--- config.mk ---
export PLATFORM = sky130hd
export DESIGN_NAME = arb_ffd4
export DESIGN_NICKNAME = d
export VERILOG_FILES = /design/src/rtl/arb_pkg.sv /design/src/rtl/ffd_en_reg.sv /design/src/rtl/arb_ffd4.sv
export SDC_FILE = /design/constraint.sdc
export NUM_CORES = 1
export LEC_CHECK = 0
export BUFFER_PORTS_ARGS = -buffer_cell sky130_fd_sc_hd__clkbuf_2
export CORE_AREA = 3 3 40 42
export DETAILED_ROUTE_END_ITERATION = 7
export DIE_AREA = 0 0 43 45
export SLEW_MARGIN = 20
export SYNTH_ARGS = -nofsm -noshare
export SYNTH_HDL_FRONTEND = slang
export SYNTH_SLANG_ARGS = --single-unit
--- constraint.sdc ---
create_clock -name clock -period 1.5 [get_ports clock]
set_input_delay 0.15 -clock clock [delete_from_list [all_inputs] [get_ports clock]]
set_output_delay 0.15 -clock clock [all_outputs]
set_load 0.01 [all_outputs]
--- src/rtl/arb_pkg.sv ---
// Shared encodings for the two-requester register arbiter.
// Latency: n/a (types and constants only). Backpressure: n/a.
package arb_pkg;

    typedef enum logic [1:0] {
        ST_IDLE  = 2'd0,
        ST_GNT_A = 2'd1,
        ST_GNT_B = 2'd2
    } arb_state_e;

    localparam logic OWN_A = 1'b0;
    localparam logic OWN_B = 1'b1;

endpackage

--- src/rtl/ffd_en_reg.sv ---
// WIDTH-bit D flip-flop with load enable and asynchronous active-low clear.
// Latency: load visible one cycle after en. Backpressure: none, en is a plain strobe.
module ffd_en_reg #(
    parameter int WIDTH = 4
) (
    input  logic             clk,
    input  logic             rst_n,
    input  logic             en,
    input  logic [WIDTH-1:0] d,
    output logic [WIDTH-1:0] q
);

    logic [WIDTH-1:0] data_d;
    logic [WIDTH-1:0] data_q;

    always_comb begin
        data_d = data_q;
        if (en) begin
            data_d = d;
        end
    end

    always_ff @(posedge clk or negedge rst_n) begin
        if (!rst_n) begin
            data_q <= '0;
        end else begin
            data_q <= data_d;
        end
    end

    assign q = data_q;

endmodule

--- src/rtl/arb_ffd4.sv ---
// Round-robin arbiter granting A or B sole write access to a shared WIDTH-bit register.
// Latency: grant 1 cycle after req, write 1 cycle after wr; IDLE gap of >=1 cycle between grants.
// Backpressure: requester holds req until gnt; ARB_TIMEOUT_EN adds a forced release after MAX_TENURE cycles.
module arb_ffd4
    import arb_pkg::*;
#(
    parameter int WIDTH      = 4,
    parameter int MAX_TENURE = 8
) (
    input  logic             clock,
    input  logic             RST,
    input  logic             req_a,
    input  logic             req_b,
    input  logic             wr_a,
    input  logic             wr_b,
    input  logic [WIDTH-1:0] d_a,
    input  logic [WIDTH-1:0] d_b,
    output logic             gnt_a,
    output logic             gnt_b,
    output logic [WIDTH-1:0] q,
    output logic             busy,
    output logic             owner
);

    if (MAX_TENURE < 2) begin : g_bad_tenure
        $error("arb_ffd4: MAX_TENURE must be at least 2");
    end

    arb_state_e state_d;
    arb_state_e state_q;
    logic       owner_d;
    logic       owner_q;
    logic       wr_en;
    logic [WIDTH-1:0] wr_dat;

`ifdef ARB_TIMEOUT_EN
    localparam int TEN_W = $clog2(MAX_TENURE);
    localparam logic [TEN_W-1:0] TEN_MAX = TEN_W'(MAX_TENURE - 1);

    logic [TEN_W-1:0] tenure_d;
    logic [TEN_W-1:0] tenure_q;
    logic             expire_a;
    logic             expire_b;

    // A full tenure only ends early when the other side is actually waiting.
    assign expire_a = (tenure_q == TEN_MAX) && req_b;
    assign expire_b = (tenure_q == TEN_MAX) && req_a;
`endif

    always_comb begin
        state_d = state_q;
        owner_d = owner_q;
        unique case (state_q)
            ST_IDLE: begin
                if (req_a && (!req_b || owner_q == OWN_B)) begin
                    state_d = ST_GNT_A;
                    owner_d = OWN_A;
                end else if (req_b) begin
                    state_d = ST_GNT_B;
                    owner_d = OWN_B;
                end
            end
            ST_GNT_A: begin
                if (!req_a) begin
                    state_d = ST_IDLE;
                end
`ifdef ARB_TIMEOUT_EN
                else if (expire_a) begin
                    state_d = ST_IDLE;
                end
`endif
            end
            ST_GNT_B: begin
                if (!req_b) begin
                    state_d = ST_IDLE;
                end
`ifdef ARB_TIMEOUT_EN
                else if (expire_b) begin
                    state_d = ST_IDLE;
                end
`endif
            end
            default: begin
                state_d = ST_IDLE;
            end
        endcase
    end

`ifdef ARB_TIMEOUT_EN
    // Counts edges spent granted, saturating; any path back to IDLE clears it.
    always_comb begin
        tenure_d = '0;
        if (state_q != ST_IDLE && state_d != ST_IDLE) begin
            tenure_d = (tenure_q == TEN_MAX) ? tenure_q : tenure_q + 1'b1;
        end
    end

    always_ff @(posedge clock or negedge RST) begin
        if (!RST) begin
            tenure_q <= '0;
        end else begin
            tenure_q <= tenure_d;
        end
    end
`endif

    always_ff @(posedge clock or negedge RST) begin
        if (!RST) begin
            state_q <= ST_IDLE;
            owner_q <= OWN_B;
        end else begin
            state_q <= state_d;
            owner_q <= owner_d;
        end
    end

    assign gnt_a = (state_q == ST_GNT_A);
    assign gnt_b = (state_q == ST_GNT_B);
    assign busy  = gnt_a | gnt_b;
    assign owner = owner_q;

    // Gating with req drops the write that coincides with a voluntary release.
    assign wr_en  = (gnt_a & req_a & wr_a) | (gnt_b & req_b & wr_b);
    assign wr_dat = gnt_a ? d_a : d_b;

    ffd_en_reg #(
        .WIDTH (WIDTH)
    ) u_shared_reg (
        .clk   (clock),
        .rst_n (RST),
        .en    (wr_en),
        .d     (wr_dat),
        .q     (q)
    );

endmodule
==> flow_summary.rst <==
.. list-table::
   :header-rows: 1

   * - Metric
     - Value
   * - Half-perimeter wire length after detailed placement
     - 746 µm
   * - Most used DFF post-synth
     - sky130_fd_sc_hd__dfrtp_1
   * - Global-route wire length before repair
     - 1690 µm
   * - Syn Inst Count
     - 37
   * - Synthesized Nets
     - 54
   * - Proportion of synthesized area in mux cells
     - 27.0%
   * - Buffer and inverter count on the worst path
     - 2
   * - Clock edge transition at the registers on the reported setup and hold paths
     - around 0.05 ns
   * - Inserted Clock Buffers
     - 3
   * - Total Nets Final
     - 81
   * - Slack of the worst reg-to-reg path
     - approximately 0.09 ns
   * - Max-cap check violation count
     - 0
   * - Global-route met3 utilization
     - 7.17%
   * - Compound-gate portion of the synthesized area
     - 13.0%
   * - Transition time of the tightest slew-check pin
     - roughly 0.21 ns
   * - Startpoint of the worst-slack reg-to-reg timing path
     - state_q[1]$_DFFE_PN0P_
   * - TNS Setup
     - 0 ns
   * - GR Layer Usage met2
     - 18.0%
   * - Biggest area contributors in the synthesized netlist
     - sky130_fd_sc_hd__dfrtp_1, sky130_fd_sc_hd__mux2_4, sky130_fd_sc_hd__ha_1, sky130_fd_sc_hd__dfstp_2, sky130_fd_sc_hd__a21oi_1
   * - Biggest fanout along the worst timing path
     - 8
   * - Fillcell total
     - 128
   * - Library cell with the highest instance count after synthesis
     - sky130_fd_sc_hd__mux2_4
   * - TritonCTS clock tree
     - built
   * - Critical path arrival
     - 1.55 ns
   * - Hold Path Class
     - in -> reg
   * - Count of endpoints failing setup in the final report
     - 0
   * - Critical path endpoint category
     - register
   * - Worst-case headroom to the max-slew limit
     - between 80% and 90%
   * - Fraction of registers with async set/reset
     - 100%
   * - F_max
     - a little over 700 MHz
   * - Synthesized cell area
     - 444 µm²
   * - Worst setup skew after layout
     - 0.00129 ns
   * - Global route total overflow
     - 0
   * - Vertical extent of the die
     - 45 µm
   * - Row Count
     - 13
   * - Antenna Violating Nets Remaining
     - 0
   * - Crit start category
     - register
   * - Critical Path Start
     - state_q[1]$_DFFE_PN0P_
   * - Number of flops mapped to enable cells by yosys
     - 0
   * - Category of the critical setup timing path
     - reg -> reg
   * - Areal power density over the cells
     - about 1900 nW/µm²
   * - Utilization after layout
     - between 40 and 50%
   * - Port Buf Inserts
     - 21
   * - Number of top-level pins
     - 22
   * - Number of buffers between clock root and the deepest sink
     - 2
   * - Post-synthesis share of cell area spent on xor and xnor gates
     - 0%
   * - Count of routing violations after the opening detailed-route iteration
     - 15
   * - Clock latency reported for the late side of the worst-skew pair
     - 0.26 ns
   * - Final max-slew violation count
     - 0
   * - Met1 capacity usage during global routing
     - 14.0%
   * - Count of unique library cells instantiated by Yosys
     - 16
   * - Busiest metal layer after global routing
     - met2
   * - # clock sinks
     - 7
   * - Post-DR wirelength/cell
     - approximately 13 µm
   * - Maximum number of pins on one net before global-route repair
     - 9
   * - Synthesized area per cell
     - between 10 and 15 µm²
   * - Ordered list of cells on the worst path
     - inv_2 -> ha_1 -> buf_6 -> mux2_4 -> mux2_4
   * - YS warnings
     - 0
   * - Static leakage
     - 0.319 nW
   * - Sequential cell area fraction in the yosys report
     - 39.7%
   * - Largest area contributor in the synthesized netlist
     - sky130_fd_sc_hd__dfrtp_1
   * - Die X
     - 43 µm
   * - Die ar.
     - 1940 µm²
   * - H-tree lvl count
     - 1
   * - Number of global-route vias before repair
     - 380
   * - Floorplan core area
     - 1280 µm²
   * - RSZ-0062 raised after global routing
     - false
   * - Number of remaining DRC errors
     - 0
   * - Via count
     - 383
   * - Result of the run
     - finished, final reports clean
   * - Avg Vias per Cell
     - ~5
   * - RD Place Congestion
     - 0.722
   * - Antenna violations before repair
     - 0
   * - List of most frequent post-synthesis cells
     - sky130_fd_sc_hd__mux2_4, sky130_fd_sc_hd__dfrtp_1, sky130_fd_sc_hd__inv_1
   * - Hold_sp
     - req_a
   * - Antenna diodes
     - 0
   * - Synthesized-area fraction occupied by and/or/nand/nor cells
     - 5.92%
   * - # Post-CTS Setup Buffers
     - 0
   * - GR Util All Layers
     - 12.3%
   * - Area share of the leading cell type in the synthesized netlist
     - 33.8%
   * - CP dominant cell by count
     - sky130_fd_sc_hd__mux2_4
   * - Highest cell delay on the worst timing path
     - 0.38 ns
   * - Main combinational cell family by area after synthesis
     - multiplexers
   * - Share of layout cells above drive strength 1
     - 58.7%
   * - Initial Util
     - 34.6%
   * - Post-synthesis adder-cell area fraction
     - around 8.5%
   * - Routed wire length
     - 997 µm
   * - Area delta synth->final
     - 36.1%
   * - Dominant delay contributor by cell family on the critical path
     - multiplexers
   * - Iteration count of the initial detailed-routing pass
     - 3
   * - Final hold violation count
     - 0
   * - Register bit total from synthesis
     - 7
   * - Slowest CP cell
     - sky130_fd_sc_hd__dfrtp_1
   * - Library cell used as clock root buffer
     - sky130_fd_sc_hd__clkbuf_4
   * - Maximum VDD drop
     - a little over 0.0009 V
   * - Final worst path period share
     - 94.1%
   * - Post-layout min period
     - 1.41 ns
   * - Required arrival time at the worst endpoint
     - 1.64 ns
[layer usage]
metal  up-vias  share of wire (%)  wire length, µm
li1        187                  -                -
met1       171                 45              449
met2        22                 41              413
met3         3                 12              119
met4         0                1.5               15
met5         -                  0                0
[state kept, by name, indices dropped and copies added, names as in the netlist]
| signal | flops |
|---|---|
| owner | 1 |
| u_shared_reg.q | 4 |
| state_q | 2 |
[metrics by stage]
step	setup slack [ns]	power (W)	hold slack (ns)	cell area (µm²)	cells
after CTS	0.0412	0.00113	0.139	601	78
final	0.0883	0.00113	0.148	604	78
after detailed placement	0.0526	0.000941	0.000954	564	73
after floorplan	0.0349	0.000773	-0.146	444	37
after global placement	0.0915	0.000932	0.000630	564	73
after global routing	0.0270	0.00123	0.166	604	78
[cell usage in the layout, fill, tap and decap left out]
cell type / netlist / layout
sky130_fd_sc_hd__inv_2: 0 / 1
sky130_fd_sc_hd__clkbuf_1: 0 / 1
sky130_fd_sc_hd__nand4_1: 1 / 1
sky130_fd_sc_hd__a22oi_1: 1 / 1
sky130_fd_sc_hd__mux2_4: 8 / 8
sky130_fd_sc_hd__dfstp_2: 1 / 1
sky130_fd_sc_hd__inv_1: 4 / 3
sky130_fd_sc_hd__clkbuf_2: 0 / 21
sky130_fd_sc_hd__clkbuf_4: 0 / 3
sky130_fd_sc_hd__nand2_2: 1 / 1
sky130_fd_sc_hd__o2111ai_1: 1 / 1
sky130_fd_sc_hd__a31oi_1: 1 / 1
sky130_fd_sc_hd__a21oi_1: 3 / 3
sky130_fd_sc_hd__nand2_1: 1 / 1
sky130_fd_sc_hd__a22o_2: 1 / 1
sky130_fd_sc_hd__nand3_1: 2 / 2
sky130_fd_sc_hd__o21ai_0: 2 / 2
sky130_fd_sc_hd__dfrtp_1: 6 / 6
sky130_fd_sc_hd__ha_1: 3 / 3
sky130_fd_sc_hd__buf_6: 1 / 1
sky130_fd_sc_hd__dlygate4sd3_1: 0 / 1
[worst paths after layout]
kind | cells past startpoint | to
worst max register to register | 5 | u_shared_reg.q[3]$_DFFE_PN0P_
worst min-delay path | 2 | owner$_DFFE_PN1P_
worst min register to register | 1 | u_shared_reg.q[1]$_DFFE_PN0P_
max in group asynchronous | 2 | owner$_DFFE_PN1P_
min in group asynchronous | 2 | u_shared_reg.q[3]$_DFFE_PN0P_
worst max-delay path | 5 | u_shared_reg.q[3]$_DFFE_PN0P_
[where the power goes]
| part | switching, W | internal (W) | total (W) |
|---|---|---|---|
| clock network | 0.0000724 | 0.000102 | 0.000174 |
| logic | 0.000279 | 0.000321 | 0.000600 |
| registers | 0.0000607 | 0.000292 | 0.000352 |
[cell type report]
type                            instances  area (µm²)  area share, %
Clock buffer                            4        26.3           4.35
Inverter                                4        15.0           2.48
Multi-Input combinational cell         25         241           40.0
Sequential cell                         7         176           29.2
Tap cell                               15        18.8           3.11
Timing Repair Buffer                   23         126           20.9
[cells by family after synthesis]
logic type / after synthesis
buffers and inverters: 5
muxes: 8
adders and majority gates: 3
AOI/OAI and AO/OA: 9
and+or+nand+nor: 5
DFF: 7
[repair_timing]
| item | in CTS | in global routing |
|---|---|---|
| endpoints found under the setup margin | 0 | 4 |
| hold endpoints to repair | 7 | 0 |
| gates resized for setup | 0 | 2 |
| hold buffers | 1 | 0 |
(Power assumes the default switching activity.)
